==> src/rtl/csr_trap_unit_pkg.sv <==
// Shared constants for csr_trap_unit: opcodes, CSR addresses, cause codes, mstatus bits, FSM states.
package csr_trap_unit_pkg;

    localparam logic [6:0] OP_LD = 7'b0000011;
    localparam logic [6:0] OP_S  = 7'b0100011;
    localparam logic [6:0] OP_B  = 7'b1100011;
    localparam logic [6:0] OP_J  = 7'b1101111;
    localparam logic [6:0] OP_JR = 7'b1100111;

    localparam logic [11:0] CSR_MSTATUS  = 12'h300;
    localparam logic [11:0] CSR_MIE      = 12'h304;
    localparam logic [11:0] CSR_MTVEC    = 12'h305;
    localparam logic [11:0] CSR_MSCRATCH = 12'h340;
    localparam logic [11:0] CSR_MEPC     = 12'h341;
    localparam logic [11:0] CSR_MCAUSE   = 12'h342;
    localparam logic [11:0] CSR_MTVAL    = 12'h343;
    localparam logic [11:0] CSR_MIP      = 12'h344;
    localparam logic [11:0] CSR_MHARTID  = 12'hF14;
    localparam logic [11:0] CSR_MCYCLE   = 12'hB00;
    localparam logic [11:0] CSR_MCYCLEH  = 12'hB80;
    localparam logic [11:0] CSR_MINSTRET = 12'hB02;
    localparam logic [11:0] CSR_MINSTRETH = 12'hB82;

    localparam logic [4:0] CAUSE_PC_MIS  = 5'd0;
    localparam logic [4:0] CAUSE_ILLEGAL = 5'd2;
    localparam logic [4:0] CAUSE_BREAK   = 5'd3;
    localparam logic [4:0] CAUSE_LD_MIS  = 5'd4;
    localparam logic [4:0] CAUSE_ST_MIS  = 5'd6;
    localparam logic [4:0] CAUSE_ECALL   = 5'd11;
    localparam logic [4:0] CAUSE_MSI     = 5'd3;
    localparam logic [4:0] CAUSE_MTI     = 5'd7;
    localparam logic [4:0] CAUSE_MEI     = 5'd11;
    localparam int         CAUSE_EXT_BASE = 16;

    localparam int MSTATUS_MIE  = 3;
    localparam int MSTATUS_MPIE = 7;

    typedef enum logic {
        ST_RUN  = 1'b0,
        ST_TRAP = 1'b1
    } state_t;

endpackage

==> src/rtl/csr_trap_arbiter.sv <==
// Combinational trap priority encoder: exceptions by fixed priority, then masked interrupts.
module csr_trap_arbiter
    import csr_trap_unit_pkg::*;
#(
    parameter int XLEN        = 32,
    parameter int NUM_EXT_IRQ = 4
) (
    input  logic            valid,
    input  logic            pc_mis,
    input  logic            illegal,
    input  logic            ebreak,
    input  logic            ecall,
    input  logic            ld_mis,
    input  logic            st_mis,
    input  logic            irq_en,
    input  logic [XLEN-1:0] alu_result,
    input  logic [XLEN-1:0] pc,
    input  logic [XLEN-1:0] pending,
    output logic            take,
    output logic [XLEN-1:0] cause,
    output logic [XLEN-1:0] mtval
);

    logic [4:0] irq_code;

    always_comb begin
        irq_code = CAUSE_MTI;
        if (pending[11]) begin
            irq_code = CAUSE_MEI;
        end else if (pending[3]) begin
            irq_code = CAUSE_MSI;
        end else if (pending[7]) begin
            irq_code = CAUSE_MTI;
        end else begin
            // Walk downward so the lowest pending platform line ends up selected.
            for (int k = NUM_EXT_IRQ - 1; k >= 0; k--) begin
                if (pending[CAUSE_EXT_BASE + k]) begin
                    irq_code = 5'(CAUSE_EXT_BASE + k);
                end
            end
        end
    end

    always_comb begin
        take  = 1'b0;
        cause = '0;
        mtval = '0;
        if (valid) begin
            if (pc_mis) begin
                take  = 1'b1;
                cause = XLEN'(CAUSE_PC_MIS);
                mtval = alu_result;
            end else if (illegal) begin
                take  = 1'b1;
                cause = XLEN'(CAUSE_ILLEGAL);
            end else if (ebreak) begin
                take  = 1'b1;
                cause = XLEN'(CAUSE_BREAK);
                mtval = pc;
            end else if (ecall) begin
                take  = 1'b1;
                cause = XLEN'(CAUSE_ECALL);
            end else if (ld_mis) begin
                take  = 1'b1;
                cause = XLEN'(CAUSE_LD_MIS);
                mtval = alu_result;
            end else if (st_mis) begin
                take  = 1'b1;
                cause = XLEN'(CAUSE_ST_MIS);
                mtval = alu_result;
            end else if (irq_en && (pending != '0)) begin
                take            = 1'b1;
                cause           = XLEN'(irq_code);
                cause[XLEN-1]   = 1'b1;
            end
        end
    end

endmodule

==> src/rtl/csr_trap_unit.sv <==
// M-mode CSR file + trap controller; trap/mret redirects are registered, one cycle after the event, no backpressure.
// Define CSR_COUNTERS_EN to implement mcycle/minstret; otherwise those addresses read 0 and ignore writes.
module csr_trap_unit
    import csr_trap_unit_pkg::*;
#(
    parameter int              XLEN        = 32,
    parameter int              NUM_EXT_IRQ = 4,
    parameter logic [XLEN-1:0] MTVEC_RESET = 32'h0000_0000,
    parameter int              HART_ID     = 0
) (
    input  logic                   clk,
    input  logic                   rst,
    input  logic                   i_valid,
    input  logic [NUM_EXT_IRQ-1:0] i_ext_irq,
    input  logic                   i_mei,
    input  logic                   i_msi,
    input  logic                   i_mti,
    input  logic                   i_illegal_inst,
    input  logic                   i_ecall,
    input  logic                   i_ebreak,
    input  logic                   i_mret,
    input  logic [6:0]             i_opcode,
    input  logic [2:0]             i_func3,
    input  logic [XLEN-1:0]        i_alu_result,
    input  logic                   i_branch_taken,
    input  logic                   i_csr_en,
    input  logic [11:0]            i_csr_addr,
    input  logic [XLEN-1:0]        i_imm,
    input  logic [XLEN-1:0]        i_rs1,
    input  logic [XLEN-1:0]        i_pc,
    output logic [XLEN-1:0]        o_csr_rdata,
    output logic                   o_csr_illegal,
    output logic                   o_trap,
    output logic [XLEN-1:0]        o_trap_addr,
    output logic                   o_ret_trap,
    output logic [XLEN-1:0]        o_ret_addr
);

    localparam logic [XLEN-1:0] IRQ_MASK =
        XLEN'(32'h0000_0888) | ((((XLEN)'(1) << NUM_EXT_IRQ) - 1) << CAUSE_EXT_BASE);

    state_t          state, state_nx;
    logic            st_mie, st_mpie;
    logic [XLEN-1:0] mie_q, mtvec_q, mepc_q, mcause_q, mtval_q, mscratch_q;
    logic [XLEN-1:0] mip, mstatus_rd;
    logic [XLEN-1:0] trap_addr_q, ret_addr_q;
    logic            ret_trap_q;

    logic [XLEN-1:0] rdata, src, wdata;
    logic            hit, wr_intent, csr_we;
    logic            ls_mis, ld_mis, st_mis, pc_mis;
    logic            take;
    logic [XLEN-1:0] cause, tval, vec_addr;
    logic [1:0]      new_mode;
    logic            unused_imm;

    assign unused_imm = &{1'b0, i_imm[XLEN-1:5]};

    always_comb begin
        mip                                  = '0;
        mip[3]                               = i_msi;
        mip[7]                               = i_mti;
        mip[11]                              = i_mei;
        mip[CAUSE_EXT_BASE +: NUM_EXT_IRQ]   = i_ext_irq;
        mstatus_rd                           = '0;
        mstatus_rd[12:11]                    = 2'b11;
        mstatus_rd[MSTATUS_MPIE]             = st_mpie;
        mstatus_rd[MSTATUS_MIE]              = st_mie;
    end

`ifdef CSR_COUNTERS_EN
    logic [63:0] mcycle_q, minstret_q;
`endif

    always_comb begin
        rdata = '0;
        hit   = 1'b1;
        case (i_csr_addr)
            CSR_MSTATUS:   rdata = mstatus_rd;
            CSR_MIE:       rdata = mie_q;
            CSR_MTVEC:     rdata = mtvec_q;
            CSR_MSCRATCH:  rdata = mscratch_q;
            CSR_MEPC:      rdata = mepc_q;
            CSR_MCAUSE:    rdata = mcause_q;
            CSR_MTVAL:     rdata = mtval_q;
            CSR_MIP:       rdata = mip;
            CSR_MHARTID:   rdata = XLEN'(HART_ID);
`ifdef CSR_COUNTERS_EN
            CSR_MCYCLE:    rdata = mcycle_q[31:0];
            CSR_MCYCLEH:   rdata = mcycle_q[63:32];
            CSR_MINSTRET:  rdata = minstret_q[31:0];
            CSR_MINSTRETH: rdata = minstret_q[63:32];
`else
            CSR_MCYCLE, CSR_MCYCLEH, CSR_MINSTRET, CSR_MINSTRETH: rdata = '0;
`endif
            default:       hit = 1'b0;
        endcase
    end

    assign src = i_func3[2] ? XLEN'(i_imm[4:0]) : i_rs1;

    always_comb begin
        case (i_func3[1:0])
            2'b01:   wdata = src;
            2'b10:   wdata = rdata | src;
            2'b11:   wdata = rdata & ~src;
            default: wdata = rdata;
        endcase
    end

    // Set/clear with a zero source is a pure read, so it is legal even in read-only space.
    assign wr_intent     = (i_func3[1:0] == 2'b01) || ((i_func3[1:0] != 2'b00) && (src != '0));
    assign o_csr_illegal = i_csr_en && (!hit || ((i_csr_addr[11:10] == 2'b11) && wr_intent));
    assign o_csr_rdata   = rdata;

    assign ls_mis = ((i_func3[1:0] == 2'b01) && i_alu_result[0]) ||
                    ((i_func3[1:0] == 2'b10) && (i_alu_result[1:0] != 2'b00));
    assign ld_mis = (i_opcode == OP_LD) && ls_mis;
    assign st_mis = (i_opcode == OP_S) && ls_mis;
    assign pc_mis = ((i_opcode == OP_J) || (i_opcode == OP_JR) ||
                     ((i_opcode == OP_B) && i_branch_taken)) && (i_alu_result[1:0] != 2'b00);

    csr_trap_arbiter #(
        .XLEN        (XLEN),
        .NUM_EXT_IRQ (NUM_EXT_IRQ)
    ) u_arbiter (
        .valid      (i_valid && (state == ST_RUN)),
        .pc_mis     (pc_mis),
        .illegal    (i_illegal_inst || o_csr_illegal),
        .ebreak     (i_ebreak),
        .ecall      (i_ecall),
        .ld_mis     (ld_mis),
        .st_mis     (st_mis),
        .irq_en     (st_mie),
        .alu_result (i_alu_result),
        .pc         (i_pc),
        .pending    (mip & mie_q),
        .take       (take),
        .cause      (cause),
        .mtval      (tval)
    );

    assign csr_we = (state == ST_RUN) && i_valid && i_csr_en && !o_csr_illegal && !take && wr_intent;

    always_comb begin
        vec_addr = {mtvec_q[XLEN-1:2], 2'b00};
        if ((mtvec_q[1:0] == 2'b01) && cause[XLEN-1]) begin
            vec_addr = vec_addr + XLEN'({cause[4:0], 2'b00});
        end
        new_mode = ((wdata[1:0] == 2'b00) || (wdata[1:0] == 2'b01)) ? wdata[1:0] : mtvec_q[1:0];
    end

    always_comb begin
        state_nx = state;
        case (state)
            ST_RUN:  if (take) state_nx = ST_TRAP;
            ST_TRAP: state_nx = ST_RUN;
            default: state_nx = ST_RUN;
        endcase
    end

    always_ff @(posedge clk) begin
        if (rst) begin
            state       <= ST_RUN;
            st_mie      <= 1'b0;
            st_mpie     <= 1'b0;
            mie_q       <= '0;
            mtvec_q     <= MTVEC_RESET;
            mepc_q      <= '0;
            mcause_q    <= '0;
            mtval_q     <= '0;
            mscratch_q  <= '0;
            trap_addr_q <= '0;
            ret_addr_q  <= '0;
            ret_trap_q  <= 1'b0;
        end else begin
            state      <= state_nx;
            ret_trap_q <= 1'b0;
            if ((state == ST_RUN) && take) begin
                mepc_q      <= {i_pc[XLEN-1:2], 2'b00};
                mcause_q    <= cause;
                mtval_q     <= tval;
                st_mpie     <= st_mie;
                st_mie      <= 1'b0;
                trap_addr_q <= vec_addr;
            end else if (csr_we) begin
                case (i_csr_addr)
                    CSR_MSTATUS: begin
                        st_mie  <= wdata[MSTATUS_MIE];
                        st_mpie <= wdata[MSTATUS_MPIE];
                    end
                    CSR_MIE:      mie_q      <= wdata & IRQ_MASK;
                    CSR_MTVEC:    mtvec_q    <= {wdata[XLEN-1:2], new_mode};
                    CSR_MSCRATCH: mscratch_q <= wdata;
                    CSR_MEPC:     mepc_q     <= {wdata[XLEN-1:2], 2'b00};
                    CSR_MCAUSE:   mcause_q   <= wdata;
                    CSR_MTVAL:    mtval_q    <= wdata;
                    default: ;
                endcase
            end
            if ((state == ST_RUN) && i_valid && i_mret && !take) begin
                st_mie     <= st_mpie;
                st_mpie    <= 1'b1;
                ret_trap_q <= 1'b1;
                ret_addr_q <= mepc_q;
            end
        end
    end

`ifdef CSR_COUNTERS_EN
    logic retire;
    assign retire = i_valid && !take && (state == ST_RUN);

    // A write to one half keeps the other half and suppresses that cycle's increment.
    always_ff @(posedge clk) begin
        if (rst) begin
            mcycle_q   <= '0;
            minstret_q <= '0;
        end else begin
            if (csr_we && (i_csr_addr == CSR_MCYCLE))
                mcycle_q <= {mcycle_q[63:32], wdata};
            else if (csr_we && (i_csr_addr == CSR_MCYCLEH))
                mcycle_q <= {wdata, mcycle_q[31:0]};
            else
                mcycle_q <= mcycle_q + 64'd1;
            if (csr_we && (i_csr_addr == CSR_MINSTRET))
                minstret_q <= {minstret_q[63:32], wdata};
            else if (csr_we && (i_csr_addr == CSR_MINSTRETH))
                minstret_q <= {wdata, minstret_q[31:0]};
            else if (retire)
                minstret_q <= minstret_q + 64'd1;
        end
    end
`endif

    assign o_trap      = (state == ST_TRAP);
    assign o_trap_addr = trap_addr_q;
    assign o_ret_trap  = ret_trap_q;
    assign o_ret_addr  = ret_addr_q;

endmodule
==> config.mk <==
export PLATFORM = sky130hd
export DESIGN_NAME = csr_trap_unit
export DESIGN_NICKNAME = d
export VERILOG_FILES = /design/src/rtl/csr_trap_unit_pkg.sv /design/src/rtl/csr_trap_arbiter.sv /design/src/rtl/csr_trap_unit.sv
export SDC_FILE = /design/constraint.sdc
export NUM_CORES = 1
export LEC_CHECK = 0
export BUFFER_PORTS_ARGS = -buffer_cell sky130_fd_sc_hd__buf_4
export CAP_MARGIN = 25
export CORE_MARGIN = 4
export CORE_UTILIZATION = 45
export CTS_BUF_LIST = sky130_fd_sc_hd__clkbuf_2 sky130_fd_sc_hd__clkbuf_4 sky130_fd_sc_hd__clkbuf_8
export DETAILED_ROUTE_END_ITERATION = 10
export PLACE_DENSITY = 0.68
export SKIP_LAST_GASP = 1
export SYNTH_ARGS = -nofsm -noshare
export SYNTH_HDL_FRONTEND = slang
export SYNTH_SLANG_ARGS = --single-unit
==> constraint.sdc <==
create_clock -name clk -period 5.95 [get_ports clk]
set_input_delay 0.8925 -clock clk [delete_from_list [all_inputs] [get_ports clk]]
set_output_delay 0.8925 -clock clk [all_outputs]
set_load 0.02 [all_outputs]
* Yosys cells after proc, flatten, opt, wreduce, memory -nomap -nowiden
Cells that the tools add are included.
** Word-level totals
- Register bits :: 231
- Input bits :: 166
- Output and inout bits :: 99
** Operators by class
- $add $sub $neg :: 1
- Equal/unequal tests :: 24
- Muxes and demuxes :: 55
- Bitwise logic cells :: 6
- Reduce and logical (&&, ||, !) cells :: 49
** Operators by type and width (count)
- 32-bit two-way mux :: 26
- 32-bit case mux with 8 select lines :: 1
- 12-bit by 10-bit equality test with 1-bit output, second input constant :: 8
- 32-bit case mux with 3 select lines :: 1
- 32-bit nonzero test :: 2
- 12-bit equality test, second input constant :: 5
- 5-bit two-way mux :: 7
- 32-bit by 7-bit adder with 32-bit output :: 1
- 32-bit bitwise AND :: 1
- 32-bit NOT :: 1
- 32-bit OR :: 1
- 7-bit equality test, second input constant :: 3
- 20-bit bitwise AND :: 1
- 1-bit logical AND :: 19
- 1-bit two-way mux :: 19
- 13-bit OR reduction :: 1
- 2-bit nonzero test :: 6
- 3-bit AND reduction :: 3
- 2-bit AND reduction :: 4
- 7-bit by 2-bit equality test with 1-bit output, second input constant :: 1
- 7-bit by 6-bit equality test with 1-bit output, second input constant :: 1
- 1-bit logical OR :: 7
- 2-bit by 1-bit equality test with 1-bit output, second input constant :: 3
- 2-bit equality test, second input constant :: 3
- 6 further kinds :: 10

* Longest topological paths before layout
Gate-level depths: netlist of run 1.
- Word-level depth :: 18
- Gate-level depth with buffers :: 18
- Gate-level depth less buffers :: 16

* Modules after synthesis
From an unflattened synthesis of run 1, not the netlist that was laid out.
** Unflattened totals
- Cell total of the unflattened synthesis :: 1927
- Area total of the unflattened synthesis :: 14712.9 um^2
** Modules (own cells, without submodules)
- csr_trap_unit :: times used 1, cells an instance 1708, area an instance 13345.3 um^2
- csr_trap_arbiter :: times used 1, cells an instance 219, area an instance 1367.6 um^2

* Worst setup path before layout of run 1
No wires, ideal clock.
- Path type :: input port to flip-flop
- From :: input i_csr_addr[7]
- To :: register trap_addr_q[9], in the netlist o_trap_addr[9]
- Data arrival time :: 4350 ps
- Data required time :: 5864 ps
- Setup slack :: 1514 ps
- Stages on the path :: 16
- Buffers on the path :: 1
- Path through :: or4_1 -> buf_4 -> nor3_2 -> o21ai_1 -> o211a_2 -> nor2_4 -> inv_2 -> a2111oi_1 -> ha_1 -> a21o_1 -> a21oi_1 -> o21ai_1 -> nor4b_2 -> nand3_1 -> xor2_1 -> a211oi_1
** Between the ends
- Cells in the longest elaborated chain, start to end :: 12
- Elaborated cells between the ends (all ways) :: 29
- Those cells by class :: add/sub (1); eq/ne (13); mux (8); reduce/logical (7)
** RTL lines
- from (decl) :: RTL line csr_trap_unit.sv:27 : input logic [11:0] i_csr_addr,
- 12-bit equality test / 12-bit by 10-bit equality test with 1-bit output (equally long branches) :: RTL line csr_trap_unit.sv:78 : case (i_csr_addr)
- 13-bit OR reduction (no line) (*)
- 1-bit two-way mux (*) :: RTL line csr_trap_unit.sv:78
- 1-bit logical NOT (*) :: RTL line csr_trap_unit.sv:113 : assign o_csr_illegal = i_csr_en && (!hit || ((i_csr_addr[11:10] == 2'b11) && wr_intent));
- 1-bit logical OR (*) :: RTL line csr_trap_unit.sv:113
- 1-bit logical AND (*) :: RTL line csr_trap_unit.sv:113
- net o_csr_illegal :: RTL line csr_trap_unit.sv:32 : output logic o_csr_illegal,
- 1-bit logical OR (*) :: RTL line csr_trap_unit.sv:129 : .illegal (i_illegal_inst || o_csr_illegal),
- 32-bit two-way mux :: RTL line csr_trap_arbiter.sv:53 : end else if (illegal) begin
- 32-bit two-way mux :: RTL line csr_trap_arbiter.sv:49 : if (pc_mis) begin
- 32-bit two-way mux :: RTL line csr_trap_arbiter.sv:48 : if (valid) begin
- 32-bit by 7-bit adder with 32-bit output / 1-bit logical AND (equally long branches) :: RTL line csr_trap_unit.sv:148, csr_trap_unit.sv:147
- 32-bit two-way mux :: RTL line csr_trap_unit.sv:147 : if ((mtvec_q[1:0] == 2'b01) && cause[XLEN-1]) begin
- to (signal assigned) :: RTL line csr_trap_unit.sv:185 : trap_addr_q <= vec_addr;
- to (decl) :: RTL line csr_trap_unit.sv:46 : logic [XLEN-1:0] trap_addr_q, ret_addr_q;
Mark *: on every way through the listed nets, which the timed path passes. The rest lies on a longest branch.
A chain may end at the register's enable or synchronous reset.

* Final worst setup path of run 1
- From :: input i_csr_addr[7]
- To :: output o_csr_rdata[16]
** Between the ends
- Cells in the longest elaborated chain, start to end :: 2
- Elaborated cells between the ends (all ways) :: 9
- Those cells by class :: eq/ne (8); mux (1)
** RTL lines
- 12-bit by 10-bit equality test with 1-bit output :: RTL line csr_trap_unit.sv:78
- 32-bit case mux with 8 select lines (*) :: RTL line csr_trap_unit.sv:78
- to (decl) :: RTL line csr_trap_unit.sv:31 : output logic [XLEN-1:0] o_csr_rdata,
Every way passes the cells marked *; elsewhere a longest branch is shown, timed or not.

==> results.md, run 1 <==
* Clk sinks at about 230
* Total negative slack at 0 ps
* Routed Antenna Nets at 0
* Status: complete, no violations
* Area after DPL at between 10000 and 15000 µm²
* Startpoint types: primary input
* XOR/XNOR Fraction of Synth Area at 0.0277
* Top Ports at 265
* Overall power at ~3.6 mW
* Yosys warnings at 0
* CTS tree: yes
* Largest net degree at the start of global routing at 96
* FP Rows at 61
* EDFF count, synth at 0
* Leak at a little under 6 nW
* Area growth syn-to-layout at 21.6%
* Post-CTS Hold Buffers at 0
* Netlist cell types at 87
* RSZ-0062 raised after global routing: no
* Routability cong. at 1.00
* DRT Pass-1 Iters at 6
* WL final at 48.1 mm
* Post-Place Cells at 2097
* Clk_skew at 33.4 ps
* Die width at 176 µm
* Share of layout cells above drive strength 1 at 0.206
* # port buffers at ~230
* P per Cell Area at ~240 nW/µm²
* Worst skew pair latency at 560 ps
* Delay-heaviest family, CP: simple AND/OR/NAND/NOR gates
* Slew Viols, Final at 0
* CTS max path bufs at 3
* Vias at approximately 13000
* Area of the mapped netlist at 12700 µm²
* Post-CTS sizing at 0
* Via/cell ratio at around 6.0
* WL per Instance at between 20 and 25 µm
* Synth Area in Compound Gates at 0.233
* Crit end category: output port
* First-pass GRT wire length at between 70 and 80 mm
* DRT iter0 DRCs at 1459
* Min Tclk post-route at 4710 ps
* Design Area, Final at 15400 µm²
* Worst Max-Slew Pin Slew at between 1000 and 1500 ps
* # nets final at 1937
* Number of global-route vias before repair at 11900
* Post-Synth Adder-Cell Area at 0.00652
* Critical path peak fanout at 12
* Portion of netlist area occupied by mux cells at 0.0796
* Chip Height at 176 µm
* Period utilization at 0.792
* Clock transition at path regs at roughly 60 ps
* DRC Markers at 0
* Post-synth top flop: dfxtp_1
* WS Path Type: primary input to output port
* CP arrival at 3820 ps
* CP Cell Sequence: buf_4 > nor4_2 > nand4_1 > nor2_1 > a21o_1 > nand4bb_1 > buf_4
* Final hold vios at 0
* Slew headroom at 0.244
* CP peak stage delay at 820 ps
* Total global-route track usage at 0.297
* Synth Area in Simple Gates at 0.240
* CTS root buffer: clkbuf_8
* Most common cell after layout, fill and taps aside: nor2_1
* CTS Buf Count at 41
* Ys async rst share at 0
* Antenna violations before repair at 1
* Core Footprint at 27800 µm²
* Sequential fraction of the synthesis area at 0.362
* CP most frequent cell: buf_4
* Hold WS at 450 ps
* CP max-delay cell: nand4_1
* Final std cells w/o fill at 2168
* Flops & latches, synth at roughly 230
* Avg Synthesized Cell Area at 7.94 µm²
* Final setup viols at 0
* Commonest non-fill, non-tap cells in the layout: nor2_1, buf_4, dfxtp_1
* N_diodes at 0
* Fillers at roughly 2700
* Hold Path Class: flop to flop
* Maximum capacitance violations at 0
* Worst VDD drop at 0.000151 V
* Gate Count Post-Synth at between 1500 and 2000
* Die area at between 30000 and 40000 µm²
* Post-CTS setup buffers at 0
* Largest family of logic cells by synthesized area: simple AND/OR/NAND/NOR gates
* Initial Util at 0.456
* CP required at 5060 ps
* Fmax at 212 MHz
* H-tree depth at 2
* Final HPWL DP at 34.5 mm
* Bufs and invs on worst path at 2
* Gr ovfl total at 0
## power by group
group          leakage [nW]  switching (mW)  internal (mW)  total, mW
Clock                 0.439           0.660          0.838       1.50
Sequential             1.86          0.0330           1.58       1.62
Combinational          3.64           0.313          0.191      0.504
## state kept, by name, indices dropped and copies added (netlist names)
| register | count |
|---|---|
| mtvec_q | 32 |
| mcause_q | 32 |
| mie_q | 7 |
| st_mpie | 1 |
| mtval_q | 32 |
| o_ret_addr | 30 |
| st_mie | 1 |
| o_ret_trap | 1 |
| o_trap | 1 |
| mepc_q | 30 |
| o_trap_addr | 30 |
| mscratch_q | 32 |
## routing by layer
| metal | up-vias | part of all wire | track usage |
|---|---|---|---|
| met5 | - | 0.00027 | 0 |
| met4 | 2 | 0.031 | 0.0955 |
| met3 | 103 | 0.099 | 0.0646 |
| met2 | 688 | 0.41 | 0.412 |
| met1 | 6104 | 0.46 | 0.455 |
| li1 | 6126 | - | - |
## area by class of cell
cell class | count | area (µm²) | area share
Clock buffer | 60 | 738 | 0.0479
Clock inverter | 8 | 75.1 | 0.00488
Inverter | 10 | 37.5 | 0.00244
Multi-Input combinational cell | 1222 | 7470 | 0.485
Sequential cell | 229 | 4580 | 0.298
Tap cell | 378 | 473 | 0.0307
Timing Repair Buffer | 261 | 2020 | 0.131
## cells in the mapped netlist, types with 5 or more instances
cell / n / area [µm²]
a22o_1: 5 / 43.8
mux2i_1: 95 / 951
o211ai_1: 23 / 173
buf_1: 7 / 26.3
inv_1: 8 / 30.0
and3_1: 34 / 213
nor4_1: 9 / 56.3
o21ai_1: 15 / 75.1
a211oi_1: 91 / 683
xnor2_1: 15 / 131
xor2_1: 25 / 219
ha_1: 5 / 62.6
dfxtp_1: 229 / 4580
buf_4: 11 / 82.6
a22oi_1: 30 / 225
nor2b_1: 16 / 100
a21oi_1: 128 / 641
o22ai_1: 5 / 31.3
buf_2: 30 / 150
o21ai_0: 38 / 190
nand4_1: 24 / 150
nand2_1: 113 / 424
nor2_1: 290 / 1090
a31oi_1: 5 / 31.3
a221oi_1: 32 / 280
and4_1: 7 / 61.3
nor3_1: 58 / 290
clkbuf_1: 87 / 327
nand3_1: 27 / 135
and2_1: 26 / 163
## kinds of logic (layout without fill, tap and decap cells)
logic type / after synthesis / after routing
AND/OR/NAND/NOR: 642 / 642
AO/OA/AOI/OAI: 431 / 431
flip-flops: 229 / 229
buffers and inverters: 146 / 339
multiplexers: 99 / 99
XOR/XNOR: 40 / 40
adder cells (fa/ha/maj): 6 / 6
other: 1 / 4
## metrics by stage
step                      utilization  worst slack (ps)
final                           0.554              1240
after global routing            0.554              1080
after CTS                       0.552              1330
after detailed placement        0.523               937
after global placement          0.522               932
after floorplan                     -              1510
## path summary, 6_finish.rpt
kind / depth (start not counted) / to / from / slack [ps]
setup / recovery: 7 / o_csr_rdata[16] / i_csr_addr[7] / 1240
hold / removal: 2 / mscratch_q[12]$_SDFFE_PP0P_ / mscratch_q[12]$_SDFFE_PP0P_ / 450
setup reg to reg: 16 / o_trap_addr[10]$_SDFFE_PP0P_ / mie_q[17]$_SDFFE_PP0P_ / 2110
hold reg to reg: 2 / mscratch_q[12]$_SDFFE_PP0P_ / mscratch_q[12]$_SDFFE_PP0P_ / 450
## worst reg2reg max path: cells and delay by family (launching register included)
kind                     cells  cell delay [ps]
AO/OA/AOI/OAI                9             2040
XOR/XNOR                     1              120
adder cells (fa/ha/maj)      2              410
buffers and inverters        2              420
flip-flops                   1              420
AND/OR/NAND/NOR              2              330
Note: power is estimated with default switching activity, not from simulation.
==> run 2: changes to the inputs <==
- clock period: 5.95 -> 4.4 ns (I/O delays scaled with it)
==> results.md, run 2 (same netlist as run 1, synthesis figures left out) <==
* Met2 Track Usage GR at 0.448
* CTS Buf Count at 40
* H-tree depth at 2
* Design Area, Final at 15800 µm²
* Antenna violations before repair at 0
* Core Footprint at 27800 µm²
* Maximum capacitance violations at 0
* N_diodes at 0
* HP Start: i_alu_result[31]
* Final HPWL DP at 36.5 mm
* DRC Markers at 0
* WS Path Type: primary input to output port
* CTS root buffer: clkbuf_8
* CP arrival at 3100 ps
* Hold Path Class: primary input to flop
* CTS max path bufs at 3
* Total global-route track usage at 0.307
* WL per Instance at between 20 and 25 µm
* RR Startpoint: mie_q[16]$_SDFFE_PP0P_
* Clock transition at path regs at 60 ps
* Post-CTS Hold Buffers at 0
* RSZ-0062 raised after global routing: no
* Worst Max-Slew Pin Slew at approximately 1000 ps
* Crit end category: output port
* Busiest layer in global routing: met1
* Gr ovfl total at 0
* Initial Util at 0.456
* Most common cell after layout, fill and taps aside: buf_4
* Top Ports at 265
* FP Rows at 61
* Worst skew pair latency at 560 ps
* Period utilization at 0.855
* Post-CTS sizing at 0
* Area growth syn-to-layout at 25.0%
* Slew headroom at 0.322
* Via/cell ratio at 5.96
* Clk_skew at 19.9 ps
* Fmax at 266 MHz
* Total negative slack at 0 ps
* Met3 Use GR at 0.0491
* CP required at 3740 ps
* Worst VDD drop at 0.000310 V
* # nets final at 1987
* Number of global-route vias before repair at 12100
* Vias at 13200
* Die width at around 180 µm
* Final hold vios at 0
* Post-CTS setup buffers at 0
* Area after DPL at 15000 µm²
* CTS tree: yes
* Final setup viols at 0
* Commonest non-fill, non-tap cells in the layout: buf_4, nor2_1, dfxtp_1
* Chip Height at around 180 µm
* Overall power at 4.99 mW
* P per Cell Area at 315 nW/µm²
* Met1 usage at 0.468
* Hold WS at 376 ps
* Min Tclk post-route at 3760 ps
* First-pass GRT wire length at 73.9 mm
* DRT iter0 DRCs at between 1000 and 1500
* Startpoint types: primary input
* DRT Pass-1 Iters at 7
* Routed Antenna Nets at 0
* Share of layout cells above drive strength 1 at 0.227
* Routability cong. at 1.02
* Largest net degree at the start of global routing at 120
* Clk sinks at 229
* Leak at just over 6 nW
* Die area at 30900 µm²
* Crit path launch: i_csr_addr[7]
* Status: complete, no violations
* # port buffers at between 200 and 250
* Critical path peak fanout at 19
* Slew Viols, Final at 0
* WL final at 49.6 mm
-- run 2: worst paths after layout --
path	cells after the start	slack [ps]	end
hold reg to reg	2	450	mcause_q[7]$_SDFFE_PP0P_
hold / removal	3	380	mtval_q[31]$_SDFFE_PP0P_
setup / recovery	7	640	o_csr_rdata[15]
setup reg to reg	16	890	o_trap_addr[20]$_SDFFE_PP0P_
-- run 2: final cells by class --
| class | instances | area [µm²] |
|---|---|---|
| clock buffers | 58 | 736 |
| fillers | 2657 | 12000 |
| flip-flops and latches | 229 | 4580 |
| inverters | 10 | 37.5 |
| repair buffers | 312 | 2420 |
| clock inverters | 9 | 110 |
| multi-input cells | 1222 | 7460 |
| well taps | 378 | 473 |
-- run 2: through the flow --
step / util / setup WS, ps / cells
global placement: 0.539 / 313 / 2151
floorplan: - / 197 / 1597
global route: 0.570 / 451 / 2218
CTS: 0.570 / 709 / 2218
detailed placement: 0.539 / 254 / 2151
finish: 0.570 / 638 / 2218
-- run 2: power breakdown --
group	switching, mW	internal (mW)	total [mW]
clock network	0.902	1.19	2.09
logic	0.427	0.279	0.706
registers	0.0451	2.14	2.19
-- run 2: metal layers --
layer  routed length, µm  up-vias
met5                   0        -
met4                1240        0
met3                4510       81
met2               20800      674
met1               23100     6237
li1                    -     6233
-- run 2: worst max-delay path: stages --
cell,delay (ps)
buf_4,120
nor4_2,610
and4_1,930
buf_4,260
nand2_1,70
o211ai_1,210
buf_4,220
==> run 3: changes to the inputs <==
- CORE_UTILIZATION: 45 -> 40
- PLACE_DENSITY: 0.68 -> not set
- REMOVE_ABC_BUFFERS: not set -> 1
==> results.md, run 3 (same netlist as run 1, synthesis figures left out) <==
* CP Cell Sequence: buf_4 > nor4_1 > nand4_1 > a31oi_1 > nand2_1 > nor2_4 > inv_2 > a2111oi_1 > buf_4 > ha_1 > fa_1 > a21o_1 > a21oi_1 > o21bai_1 > buf_4 > and3_1 > nand3_1 > xor2_1 > a211oi_1
* H-tree depth at 2
* Most common cell after layout, fill and taps aside: buf_4
* WL per Instance at 22.3 µm
* Routability cong. at a little under 1
* Antenna violations before repair at 0
* Met2 Track Usage GR at 0.438
* Worst reg2reg path depth at 16
* Post-CTS Hold Buffers at 0
* Post-Place Cells at 2178
* Core Footprint at 30900 µm²
* Int Pwr at 3.77 mW
* Crit path launch: i_func3[2]
* Share of layout cells above drive strength 1 at 0.236
* WS Path Type: primary input to flop
* RR Startpoint: mie_q[16]$_SDFFE_PP0P_
* RSZ-0062 raised after global routing: no
* Clock network fraction of total power at 0.448
* CTS max path bufs at 3
* CTS tree: yes
* Slew Viols, Final at 0
* Area growth syn-to-layout at 26.3%
* Worst skew pair latency at 570 ps
* Die width at ~190 µm
* CP required at 4870 ps
* CP peak stage delay at 550 ps
* NetSw at ~1.4 mW
* R2r endpoint: o_trap_addr[20]$_SDFFE_PP0P_
* HP Start: i_alu_result[3]
* Busiest layer in global routing: met2
* Maximum capacitance violations at 0
* Status: complete, no violations
* DRT iter0 DRCs at 1224
* FP Rows at 64
* Clock transition at path regs at approximately 70 ps
* Slew headroom at 0.420
* Met3 Use GR at 0.0465
* Fillers at 3019
* Power share of the combinational group at 0.131
* Post-CTS sizing at 0
* Number of global-route vias before repair at 12100
* Hold WS at 376 ps
* Final hold vios at 0
* # nets final at 1999
* Period utilization at 0.881
* CP arrival at 4340 ps
* Routed Antenna Nets at 0
* Hold Path Class: primary input to flop
* Chip Height at 186 µm
* Startpoint types: primary input
* Vias at 13400
* Min-Delay Endpoint: mtval_q[3]$_SDFFE_PP0P_
* Largest net degree at the start of global routing at 93
* WL final at ~50 mm
* CP most frequent cell: buf_4
* Initial Util at 0.410
* CP max-delay cell: nor4_1
* Final std cells w/o fill at 2255
* Via/cell ratio at roughly 5.9
* Worst Max-Slew Pin Slew at 869 ps
* Leak at 6.30 nW
* Gr ovfl total at 0
* Hold Path Depth at 3
* Min Tclk post-route at a little under 4000 ps
* Commonest non-fill, non-tap cells in the layout: buf_4, nor2_1, dfxtp_1
* CTS root buffer: clkbuf_8
* Crit end category: flop
* Sw Share at 0.275
* Reg power frac at 0.421
* CTS Buf Count at 43
* Met1 usage at 0.392
* Clk sinks at 229
* Worst VDD drop at about 0.00020 V
* Final HPWL DP at 36.3 mm
* Die area at 34600 µm²
* R2r setup slk at 680 ps
* N_diodes at 0
* Delay-heaviest family, CP: simple AND/OR/NAND/NOR gates
* Final setup viols at 0
* First-pass GRT wire length at 74.2 mm
* DRC Markers at 0
* Post-CTS setup buffers at 0
* Clk_skew at 26.8 ps
* DRT Pass-1 Iters at 6
* Critical path peak fanout at 11
* Fmax at between 200 and 300 MHz
* Top Ports at 265
* Total global-route track usage at 0.278
* Bufs and invs on worst path at 4
* P per Cell Area at between 300 and 400 nW/µm²
* # port buffers at 233
run 3: cell types whose count changed in the layout (fill, tap and decap cells not counted), sizes merged:
| cell | previous run | this run |
|---|---|---|
| buf | 312 | 321 |
| clkbuf | 58 | 68 |
| clkinv | 7 | 5 |
| clkinvlp | 0 | 1 |
| inv | 10 | 11 |
run 3: how the worst max path moves through the flow:
| stage | end | slack [ps] | depth (start not counted) |
|---|---|---|---|
| after floorplan | mcause_q[11]$_SDFFE_PP0P_ | -530 | 6 |
| after global placement | o_trap_addr[9]$_SDFFE_PP0P_ | 80 | 18 |
| after detailed placement | o_trap_addr[20]$_SDFFE_PP0P_ | 130 | 19 |
| after CTS | o_trap_addr[20]$_SDFFE_PP0P_ | 690 | 19 |
| after global routing | o_trap_addr[10]$_SDFFE_PP0P_ | 340 | 19 |
| final | o_trap_addr[20]$_SDFFE_PP0P_ | 520 | 19 |
run 3: area by class of cell:
cell class / count / area [µm²] / area share
tap: 396 / 495 / 0.0310
sequential: 229 / 4580 / 0.287
multi-input combinational: 1222 / 7470 / 0.467
inverter: 10 / 37.5 / 0.00235
timing repair buffer: 321 / 2440 / 0.153
clock buffer: 68 / 855 / 0.0534
clock inverter: 9 / 110 / 0.00689
run 3: layer usage:
metal | share of wire | vias to the layer above | wire (µm)
met5 | 0 | - | 0
met4 | 0.029 | 0 | 1470
met3 | 0.075 | 79 | 3790
met2 | 0.45 | 559 | 22700
met1 | 0.44 | 6459 | 22400
li1 | - | 6275 | -
run 3: through the flow:
stage | setup TNS [ps] | worst slack, ps | power, mW | cell area (µm²) | util
6_report | 0 | 523 | 5.20 | 16000 | 0.517
4_1_cts | 0 | 695 | 5.23 | 16000 | 0.517
3_5_place_dp | 0 | 134 | 2.91 | 15000 | 0.486
3_3_place_gp | 0 | 79.7 | 2.90 | 15000 | 0.486
2_1_floorplan | -12980 | -534 | 2.54 | 12100 | -
5_1_grt | 0 | 335 | 5.40 | 16000 | 0.517
run 3: power by group through the flow:
stage               registers (mW)  clock network [mW]  logic, mW
floorplan                     2.24                   0      0.295
global placement              2.24                   0      0.669
detailed placement            2.24                   0      0.674
CTS                           2.19                2.36      0.676
global route                  2.20                2.47      0.734
finish                        2.19                2.33      0.681
run 3: worst register-to-register path: cells and delay by family, from the launching register on:
kind	cells	cell delay, ps
AO/OA/AOI/OAI	9	1970
adder cells (fa/ha/maj)	2	420
AND/OR/NAND/NOR	2	270
buffers and inverters	2	410
XOR/XNOR	1	160
flip-flops	1	400
